$ cat src/rtl/fp_mul_pkg.sv
// Shared types and helpers for the parametrised IEEE-754 multiplier: FSM states,
// operand classes, rounding-mode codes, flag bit positions and small pure functions.
package fp_mul_pkg;

  typedef enum logic [3:0] {
    ST_IDLE,
    ST_UNPACK,
    ST_SPECIAL,
    ST_NORM_IN,
    ST_MULT,
    ST_NORM_OUT,
    ST_ROUND,
    ST_PACK,
    ST_OUTPUT
  } state_t;

  typedef enum logic [2:0] {
    CLS_ZERO,
    CLS_SUB,
    CLS_NORM,
    CLS_INF,
    CLS_QNAN,
    CLS_SNAN
  } fclass_t;

  localparam logic [2:0] RM_RNE = 3'd0;
  localparam logic [2:0] RM_RTZ = 3'd1;
  localparam logic [2:0] RM_RDN = 3'd2;
  localparam logic [2:0] RM_RUP = 3'd3;
  localparam logic [2:0] RM_RMM = 3'd4;

  localparam int FLG_NV = 4;
  localparam int FLG_DZ = 3;
  localparam int FLG_OF = 2;
  localparam int FLG_UF = 1;
  localparam int FLG_NX = 0;

  // Canonical quiet NaN in the low 1+exp_w+man_w bits of a 64-bit word.
  function automatic logic [63:0] canon_nan(input int exp_w, input int man_w);
    logic [63:0] v;
    v = '0;
    for (int i = 0; i < 64; i++) begin
      if (i >= man_w && i < man_w + exp_w) begin
        v[i] = 1'b1;
      end
    end
    v[man_w-1] = 1'b1;
    return v;
  endfunction

  // Round-increment decision; codes 101-111 fall through to nearest-even.
  function automatic logic round_up(input logic [2:0] rm, input logic sign,
                                    input logic lsb, input logic guard,
                                    input logic sticky);
    logic up;
    case (rm)
      RM_RTZ:  up = 1'b0;
      RM_RDN:  up = sign & (guard | sticky);
      RM_RUP:  up = ~sign & (guard | sticky);
      RM_RMM:  up = guard;
      default: up = guard & (sticky | lsb);
    endcase
    return up;
  endfunction

endpackage

$ cat src/rtl/fp_mul_classify.sv
// Combinational operand splitter: sign, unbiased exponent, mantissa with hidden bit
// and class. With FP_MUL_FTZ_EN defined, subnormals are reported as zero.
module fp_classify
  import fp_mul_pkg::*;
#(
  parameter int EXP_W = 8,
  parameter int MAN_W = 23,
  localparam int W = 1 + EXP_W + MAN_W,
  localparam int EW2 = EXP_W + 2
) (
  input  logic [W-1:0]           i_op,
  output logic                   o_sign,
  output logic signed [EW2-1:0]  o_exp,
  output logic [MAN_W:0]         o_mant,
  output fclass_t                o_class
);

  localparam int BIAS = (1 << (EXP_W - 1)) - 1;
  localparam logic signed [EW2-1:0] BIAS_S = EW2'(BIAS);
  localparam logic signed [EW2-1:0] EMIN_S = EW2'(1 - BIAS);

  logic [EXP_W-1:0] w_exp_f;
  logic [MAN_W-1:0] w_frac;

  assign w_exp_f = i_op[W-2:MAN_W];
  assign w_frac  = i_op[MAN_W-1:0];

  // Field decode and classification.
  always_comb begin
    o_sign  = i_op[W-1];
    o_exp   = '0;
    o_mant  = '0;
    o_class = CLS_ZERO;
    if (&w_exp_f) begin
      o_mant = {1'b1, w_frac};
      if (w_frac == '0) begin
        o_class = CLS_INF;
      end else if (w_frac[MAN_W-1]) begin
        o_class = CLS_QNAN;
      end else begin
        o_class = CLS_SNAN;
      end
    end else if (w_exp_f == '0) begin
      o_exp = EMIN_S;
      if (w_frac == '0) begin
        o_class = CLS_ZERO;
      end else begin
`ifdef FP_MUL_FTZ_EN
        o_class = CLS_ZERO;
`else
        o_class = CLS_SUB;
        o_mant  = {1'b0, w_frac};
`endif
      end
    end else begin
      o_class = CLS_NORM;
      o_mant  = {1'b1, w_frac};
      o_exp   = $signed({2'b00, w_exp_f}) - BIAS_S;
    end
  end

endmodule

$ cat src/rtl/fp_mul_param.sv
// Multi-cycle IEEE-754 multiplier with EXP_W/MAN_W format, five rounding modes and
// RISC-V flags. Define FP_MUL_FTZ_EN to flush subnormal inputs and results to zero.
module fp_mul_param
  import fp_mul_pkg::*;
#(
  parameter int EXP_W = 8,
  parameter int MAN_W = 23,
  localparam int W = 1 + EXP_W + MAN_W
) (
  input  logic         clk,
  input  logic         reset_n,
  input  logic         in_valid,
  output logic         in_ready,
  input  logic [W-1:0] in_a,
  input  logic [W-1:0] in_b,
  input  logic [2:0]   in_rm,
  output logic         out_valid,
  input  logic         out_ready,
  output logic [W-1:0] out_z,
  output logic [4:0]   out_flags
);

  localparam int EW2  = EXP_W + 2;
  localparam int PW   = 2 * MAN_W + 2;
  localparam int SHW  = $clog2(PW + 1);
  localparam int CNTW = $clog2(MAN_W + 1);
  localparam int BIAS = (1 << (EXP_W - 1)) - 1;

  localparam logic signed [EW2-1:0] ONE_S  = {{(EW2-1){1'b0}}, 1'b1};
  localparam logic signed [EW2-1:0] EMIN_S = EW2'(1 - BIAS);
  localparam logic signed [EW2-1:0] EMAX_S = EW2'(BIAS);
  localparam logic signed [EW2-1:0] PW_S   = EW2'(PW);
  localparam logic [EXP_W-1:0]      BIAS_E = EXP_W'(BIAS);
  localparam logic [CNTW-1:0]       CNT_ONE = {{(CNTW-1){1'b0}}, 1'b1};
  localparam logic [CNTW-1:0]       CNT_MAX = CNTW'(MAN_W);
  localparam logic [63:0]           NAN64  = canon_nan(EXP_W, MAN_W);
  localparam logic [W-1:0]          QNAN   = NAN64[W-1:0];
  localparam logic [W-2:0]          MAXF   = {{(EXP_W-1){1'b1}}, 1'b0, {MAN_W{1'b1}}};
  localparam logic [W-2:0]          INFF   = {{EXP_W{1'b1}}, {MAN_W{1'b0}}};

  state_t                r_state;
  logic [W-1:0]          r_a, r_b;
  logic [2:0]            r_rm;
  logic                  r_sa, r_sb, r_sz;
  logic signed [EW2-1:0] r_ea, r_eb, r_ez, r_e;
  logic [MAN_W:0]        r_ma, r_mb, r_mant;
  fclass_t               r_ca, r_cb;
  logic [CNTW-1:0]       r_cnt;
  logic [PW-1:0]         r_prod;
  logic                  r_g, r_r, r_s, r_tiny, r_nx;
  logic [W-1:0]          r_res, r_out_z;
  logic [4:0]            r_res_flags, r_out_flags;
  logic                  r_out_valid;

  logic                  w_sa, w_sb;
  logic signed [EW2-1:0] w_ea, w_eb;
  logic [MAN_W:0]        w_ma, w_mb;
  fclass_t               w_ca, w_cb;

  fp_classify #(.EXP_W(EXP_W), .MAN_W(MAN_W)) u_cls_a (
    .i_op(r_a), .o_sign(w_sa), .o_exp(w_ea), .o_mant(w_ma), .o_class(w_ca)
  );

  fp_classify #(.EXP_W(EXP_W), .MAN_W(MAN_W)) u_cls_b (
    .i_op(r_b), .o_sign(w_sb), .o_exp(w_eb), .o_mant(w_mb), .o_class(w_cb)
  );

  logic         w_a_nan, w_b_nan, w_any_snan, w_a_inf, w_b_inf, w_a_zero, w_b_zero;
  logic         w_spec_hit, w_spec_sz;
  logic [W-1:0] w_spec_z;
  logic [4:0]   w_spec_flags;

  assign w_a_nan    = (r_ca == CLS_QNAN) || (r_ca == CLS_SNAN);
  assign w_b_nan    = (r_cb == CLS_QNAN) || (r_cb == CLS_SNAN);
  assign w_any_snan = (r_ca == CLS_SNAN) || (r_cb == CLS_SNAN);
  assign w_a_inf    = (r_ca == CLS_INF);
  assign w_b_inf    = (r_cb == CLS_INF);
  assign w_a_zero   = (r_ca == CLS_ZERO);
  assign w_b_zero   = (r_cb == CLS_ZERO);
  assign w_spec_sz  = r_sa ^ r_sb;

  // Special-operand resolution; NaN and inf*0 take precedence over inf and zero.
  always_comb begin
    w_spec_hit   = 1'b1;
    w_spec_z     = '0;
    w_spec_flags = 5'b00000;
    if (w_a_nan || w_b_nan) begin
      w_spec_z             = QNAN;
      w_spec_flags[FLG_NV] = w_any_snan;
    end else if ((w_a_inf && w_b_zero) || (w_a_zero && w_b_inf)) begin
      w_spec_z             = QNAN;
      w_spec_flags[FLG_NV] = 1'b1;
    end else if (w_a_inf || w_b_inf) begin
      w_spec_z = {w_spec_sz, INFF};
    end else if (w_a_zero || w_b_zero) begin
      w_spec_z = {w_spec_sz, {(W-1){1'b0}}};
    end else begin
      w_spec_hit = 1'b0;
    end
  end

  logic [PW-1:0] w_prod;
  assign w_prod = {{(MAN_W+1){1'b0}}, r_ma} * {{(MAN_W+1){1'b0}}, r_mb};

  // Output normalisation: product MSB fold-in, then denormalising barrel shift.
  logic                  w_top, w_under, w_lost, w_unb_up, w_tiny;
  logic [PW-1:0]         w_n, w_hi;
  logic signed [EW2-1:0] w_e1, w_diff, w_e2;
  logic [SHW-1:0]        w_sh_amt;
  logic [2*PW-1:0]       w_wide;

  assign w_top    = r_prod[PW-1];
  assign w_n      = w_top ? r_prod : {r_prod[PW-2:0], 1'b0};
  assign w_e1     = w_top ? (r_ez + ONE_S) : r_ez;
  assign w_under  = (w_e1 < EMIN_S);
  assign w_diff   = EMIN_S - w_e1;
  assign w_sh_amt = !w_under ? '0 : ((w_diff > PW_S) ? SHW'(PW) : w_diff[SHW-1:0]);
  assign w_wide   = {w_n, {PW{1'b0}}} >> w_sh_amt;
  assign w_hi     = w_wide[2*PW-1:PW];
  assign w_lost   = |w_wide[PW-1:0];
  assign w_e2     = w_under ? EMIN_S : w_e1;
  // A value one binade below emin that would round up to 2^emin at full precision is not tiny.
  assign w_unb_up = round_up(r_rm, r_sz, w_n[MAN_W+1], w_n[MAN_W], |w_n[MAN_W-1:0]);
  assign w_tiny   = w_under && !((w_diff == ONE_S) && (&w_n[PW-2:MAN_W+1]) && w_unb_up);

  logic                  w_inc, w_nx;
  logic [MAN_W+1:0]      w_sum;
  logic [MAN_W:0]        w_rmant;
  logic signed [EW2-1:0] w_re;

  assign w_inc   = round_up(r_rm, r_sz, r_mant[0], r_g, r_r | r_s);
  assign w_sum   = {1'b0, r_mant} + {{(MAN_W+1){1'b0}}, w_inc};
  assign w_rmant = w_sum[MAN_W+1] ? w_sum[MAN_W+1:1] : w_sum[MAN_W:0];
  assign w_re    = w_sum[MAN_W+1] ? (r_e + ONE_S) : r_e;
  assign w_nx    = r_g | r_r | r_s;

  logic             w_ovf;
  logic [EXP_W-1:0] w_bexp;
  logic [W-1:0]     w_pk_z;
  logic [4:0]       w_pk_flags;

  assign w_ovf  = r_mant[MAN_W] && (r_e > EMAX_S);
  assign w_bexp = r_e[EXP_W-1:0] + BIAS_E;

  // Rebias and resolve overflow per rounding direction.
  always_comb begin
    w_pk_z     = '0;
    w_pk_flags = 5'b00000;
    if (w_ovf) begin
      w_pk_flags[FLG_OF] = 1'b1;
      w_pk_flags[FLG_NX] = 1'b1;
      case (r_rm)
        RM_RTZ:  w_pk_z = {r_sz, MAXF};
        RM_RDN:  w_pk_z = r_sz ? {r_sz, INFF} : {r_sz, MAXF};
        RM_RUP:  w_pk_z = r_sz ? {r_sz, MAXF} : {r_sz, INFF};
        default: w_pk_z = {r_sz, INFF};
      endcase
`ifdef FP_MUL_FTZ_EN
    end else if (!r_mant[MAN_W]) begin
      w_pk_z             = {r_sz, {(W-1){1'b0}}};
      w_pk_flags[FLG_UF] = 1'b1;
      w_pk_flags[FLG_NX] = 1'b1;
`endif
    end else begin
      w_pk_z             = {r_sz, (r_mant[MAN_W] ? w_bexp : {EXP_W{1'b0}}), r_mant[MAN_W-1:0]};
      w_pk_flags[FLG_NX] = r_nx;
      w_pk_flags[FLG_UF] = r_tiny & r_nx;
    end
  end

  // Control FSM and datapath registers.
  always_ff @(posedge clk) begin
    if (!reset_n) begin
      r_state     <= ST_IDLE;
      r_a         <= '0;
      r_b         <= '0;
      r_rm        <= 3'b000;
      r_sa        <= 1'b0;
      r_sb        <= 1'b0;
      r_sz        <= 1'b0;
      r_ea        <= '0;
      r_eb        <= '0;
      r_ez        <= '0;
      r_e         <= '0;
      r_ma        <= '0;
      r_mb        <= '0;
      r_mant      <= '0;
      r_ca        <= CLS_ZERO;
      r_cb        <= CLS_ZERO;
      r_cnt       <= '0;
      r_prod      <= '0;
      r_g         <= 1'b0;
      r_r         <= 1'b0;
      r_s         <= 1'b0;
      r_tiny      <= 1'b0;
      r_nx        <= 1'b0;
      r_res       <= '0;
      r_res_flags <= 5'b00000;
      r_out_valid <= 1'b0;
      r_out_z     <= '0;
      r_out_flags <= 5'b00000;
    end else begin
      case (r_state)
        ST_IDLE: begin
          if (in_valid) begin
            r_a     <= in_a;
            r_b     <= in_b;
            r_rm    <= in_rm;
            r_state <= ST_UNPACK;
          end
        end
        ST_UNPACK: begin
          r_sa    <= w_sa;
          r_sb    <= w_sb;
          r_ea    <= w_ea;
          r_eb    <= w_eb;
          r_ma    <= w_ma;
          r_mb    <= w_mb;
          r_ca    <= w_ca;
          r_cb    <= w_cb;
          r_cnt   <= '0;
          r_state <= ST_SPECIAL;
        end
        ST_SPECIAL: begin
          if (w_spec_hit) begin
            r_res       <= w_spec_z;
            r_res_flags <= w_spec_flags;
            r_state     <= ST_OUTPUT;
          end else begin
`ifdef FP_MUL_FTZ_EN
            r_state <= ST_MULT;
`else
            r_state <= ST_NORM_IN;
`endif
          end
        end
        ST_NORM_IN: begin
          if ((r_ma[MAN_W] && r_mb[MAN_W]) || (r_cnt == CNT_MAX)) begin
            r_state <= ST_MULT;
          end else begin
            if (!r_ma[MAN_W]) begin
              r_ma <= {r_ma[MAN_W-1:0], 1'b0};
              r_ea <= r_ea - ONE_S;
            end
            if (!r_mb[MAN_W]) begin
              r_mb <= {r_mb[MAN_W-1:0], 1'b0};
              r_eb <= r_eb - ONE_S;
            end
            r_cnt <= r_cnt + CNT_ONE;
          end
        end
        ST_MULT: begin
          r_prod  <= w_prod;
          r_ez    <= r_ea + r_eb;
          r_sz    <= r_sa ^ r_sb;
          r_state <= ST_NORM_OUT;
        end
        ST_NORM_OUT: begin
          r_mant  <= w_hi[PW-1:MAN_W+1];
          r_g     <= w_hi[MAN_W];
          r_r     <= w_hi[MAN_W-1];
          r_s     <= (|w_hi[MAN_W-2:0]) | w_lost;
          r_e     <= w_e2;
          r_tiny  <= w_tiny;
          r_state <= ST_ROUND;
        end
        ST_ROUND: begin
          r_mant  <= w_rmant;
          r_e     <= w_re;
          r_nx    <= w_nx;
          r_state <= ST_PACK;
        end
        ST_PACK: begin
          r_res       <= w_pk_z;
          r_res_flags <= w_pk_flags;
          r_state     <= ST_OUTPUT;
        end
        ST_OUTPUT: begin
          if (!r_out_valid) begin
            r_out_valid <= 1'b1;
            r_out_z     <= r_res;
            r_out_flags <= r_res_flags;
          end else if (out_ready) begin
            r_out_valid <= 1'b0;
            r_state     <= ST_IDLE;
          end
        end
        default: r_state <= ST_IDLE;
      endcase
    end
  end

  assign in_ready  = (r_state == ST_IDLE);
  assign out_valid = r_out_valid;
  assign out_z     = r_out_z;
  assign out_flags = r_out_flags;

endmodule

$ cat config.mk
export PLATFORM = sky130hd
export DESIGN_NAME = fp_mul_param
export DESIGN_NICKNAME = d
export VERILOG_FILES = /design/src/rtl/fp_mul_pkg.sv /design/src/rtl/fp_mul_classify.sv /design/src/rtl/fp_mul_param.sv
export SDC_FILE = /design/constraint.sdc
export NUM_CORES = 2
export LEC_CHECK = 0
export CAP_MARGIN = 10
export CORE_UTILIZATION = 53
export DETAILED_ROUTE_END_ITERATION = 10
export PLACE_DENSITY = 0.73
export SYNTH_ARGS = -nofsm -noshare
export SYNTH_HDL_FRONTEND = slang
export SYNTH_SLANG_ARGS = --single-unit
$ cat constraint.sdc
create_clock -name clk -period 6.9 [get_ports clk]
set_input_delay 2.07 -clock clk [delete_from_list [all_inputs] [get_ports clk]]
set_output_delay 2.07 -clock clk [all_outputs]
set_load 0.1 [all_outputs]
==> flow_metrics.tcl <==
set metrics [dict create \
    status "finished, violations left" \
    violations "setup timing" \
    area_delta_synth_final_pct 14.2 \
    tns_ns -1.81 \
    remaining_drc_errors 0 \
    dr.pass1.iters 7 \
    setup_viol 10 \
    relSlewSlack_pct 25.5 \
    cp_common_cell "fa_1" \
    antenna_left 0 \
    post-route-min-period_ns 7.17 \
    grt_max_degree 148 \
    yosys-top-cells-area "fa_1 25%, dfxtp_1 17%, nand2_1 8.0%, ha_1 6.4%, inv_1 5.8%" \
    timing.final.ws_setup_ns -0.273 \
    synth_nets 5659 \
    synth_area_um2 39000 \
    crit_fanout 6 \
    fin_skew_ns 0.0257 \
    drive_gt1_share_pct 12.2 \
    multi_input_area_um2 29300 \
    cp_data_arrival_time_ns 7.57 \
    io_buffers 108 \
    ys_seq_elements 323 \
    yosysMostFrequentCell "nand2_1" \
    final_hold_viol_count 0 \
    crit_type "flip-flop to flip-flop" \
    io_pins 110 \
    ys_seq_area_share_pct 16.6 \
    grt_usage_pct 31.4 \
    antenna_cells 0 \
    initial_core_util_pct 53.5 \
    power_density_nw_per_um2 143 \
    reg2reg_from "r_mb[4]" \
    cp_slowest_cell "fa_1" \
    syn_inst 4906 \
    synthArstFlopShare_pct 0 \
    fp.dieW_um 273 \
    synth_common_cells "827 x nand2_1, 598 x inv_1, 483 x fa_1" \
    globalRouteOverflowTotal 0 \
    drv_cap 0 \
    total_power_mw 6.36 \
    hold_class "flip-flop to flip-flop" \
    n_fill_cell 6333 \
    yosys.area.top_type "fa_1" \
    cts-root-buf "clkbuf_16" \
    clock_path_buffers 3 \
    first_global_vias 34759 \
    place_area_um2 42500 \
    synth_top_area_share_pct 24.8 \
    ctsHoldBuffers 0 \
    cp-startpoint "r_mb[4]" \
    vias_per_cell 5.91 \
    syn-mean-instance-area_um2 7.95 \
    clock-sinks 323 \
    rsz0062_at_grt "true" \
    crit_required_ns 7.30 \
    final_area_um2 44500 \
    avgRoutedWirePerCell_um 19.5 \
    max_stage_delay_ns 0.56 \
    dp_hpwl_um 91100 \
    grt_pass1_wl_um 188000 \
    yosys.cell_types.count 111 \
    antenna_found_initial 2 \
    drt-initial-drc-count 3170 \
    crit_path_end_kind "flip-flop" \
    min_from "r_res[29]" \
    yosys_warnings 0 \
    wl_um 117000 \
    vias 35619 \
    die_height_um 273 \
    start_kind "flip-flop" \
    seqCellArea_um2 6550 \
    place_congestion 0.990 \
    coreArea_um2 72800 \
    insertion_delay_ns 0.56 \
    maxSlewViolCount 0 \
    htreeDepth 2 \
    cts_tree "done" \
    fin_crit_sh_pct 104 \
    worstMarginPinSlew_ns 1.11 \
    fp.dieArea_um2 74600 \
    placementRows 99 \
    peakVddDrop_mv 0.168 \
    synthFlopType "dfxtp_1" \
    postLayoutCoreUtil_pct 61.1 \
    synth_edf_count 0 \
    num-nets-final 5799 \
    clk_pin_slew_ns 0.06 \
    numCtsBuffers 36 \
    p_leak_nw 19.6 \
    fmax_ghz 0.139 \
]
per-stage QoR:
step	setup WS, ns	hold slack (ns)	instances
2_1_floorplan	-0.0794	0.429	4906
3_3_place_gp	-0.474	0.441	5932
3_5_place_dp	-0.526	0.446	5932
4_1_cts	-0.275	0.452	6020
5_1_grt	-0.583	0.469	6032
6_report	-0.273	0.450	6032
metal layers:
| layer | vias to the layer above | track usage [%] | share of wire (%) |
|---|---|---|---|
| li1 | 16451 | - | - |
| met2 | 1576 | 50.1 | 46 |
| met5 | - | 0 | 0.020 |
| met4 | 4 | 13.8 | 4.8 |
| met3 | 302 | 4.75 | 8.0 |
| met1 | 17286 | 42.2 | 41 |
cells in the final DEF (no fill, tap or decap), drive strengths merged, types with 9 or more instances in the layout:
| master | count |
|---|---|
| and2 | 303 |
| inv | 605 |
| o21ai | 219 |
| a211oi | 55 |
| mux2 | 9 |
| or3 | 19 |
| ha | 199 |
| nand3 | 138 |
| o31a | 28 |
| o22ai | 28 |
| nor3b | 9 |
| o221ai | 13 |
| xnor2 | 66 |
| clkdlybuf4s50 | 107 |
| or4 | 10 |
| a21oi | 355 |
| o211a | 10 |
| nand4 | 23 |
| nor2b | 17 |
| nand2 | 830 |
| nor4 | 37 |
| a221oi | 21 |
| nand3b | 15 |
| dfxtp | 323 |
| nor2 | 224 |
| o211ai | 47 |
| mux2i | 43 |
| buf | 320 |
| a22oi | 26 |
| xor2 | 43 |
| and3 | 62 |
| fa | 483 |
| nor3 | 94 |
| mux4 | 12 |
| nand2b | 23 |
| clkbuf | 44 |
| o31ai | 17 |
| a21o | 26 |
| a31oi | 33 |
power breakdown:
group          switching, mW  total, mW  internal, mW
Combinational           1.27       2.12         0.853
Sequential             0.164       2.14          1.97
Clock                  0.871       2.10          1.23
area by class of cell:
class                      count  share of cell area, %
multi-input combinational   3656                   65.9
inverter                     600                   5.07
clock inverter                23                  0.694
clock buffer                  42                   2.14
timing repair buffer         429                   8.79
sequential                   323                   14.7
tap                          959                   2.69
kinds of logic (layout without fill, tap and decap cells):
group | count (synthesis) | after routing | share of synthesized area, %
compound gates | 970 | 970 | 15.9
xor+xnor | 109 | 109 | 2.56
fa+ha+maj | 682 | 682 | 31.2
buf+inv | 927 | 1094 | 9.31
flops | 323 | 323 | 16.6
mux | 64 | 64 | 2.09
other cells | 1 | 1 | 0.00962
simple gates | 1830 | 1830 | 22.4
worst paths after layout:
check,end,slack [ns],cells after the start
max,r_prod[45],-0.27,32
min,out_z[29],0.45,2
max reg2reg,r_prod[45],-0.27,32
min reg2reg,out_z[29],0.45,2
registers in the layout, summed over array words and instances (netlist names), 3 cells and up:
name,flops
r_res_flags,4
r_e,10
r_mb,24
out_z,32
r_b,32
r_cb,3
r_ma,24
r_ea,10
r_ez,10
r_cnt,5
r_rm,3
r_a,32
r_ca,3
r_state,4
r_res,32
r_prod,48
out_flags,4
r_eb,10
r_mant,24
worst max-delay path, delay by kind of cell, from the launching register on:
kind	cells	cell delay, ns
adder cells (fa/ha/maj)	8	3.61
AO/OA/AOI/OAI	11	1.86
buffers and inverters	7	0.52
AND/OR/NAND/NOR	5	0.50
flip-flops	1	0.35
XOR/XNOR	1	0.14
repair_timing:
action,in CTS,in global routing
buffers inserted,22,11
gates cloned,1,0
pin swaps,90,45
setup endpoints to repair,12,14
gates resized for setup,112,41
(Power assumes the default switching activity.)
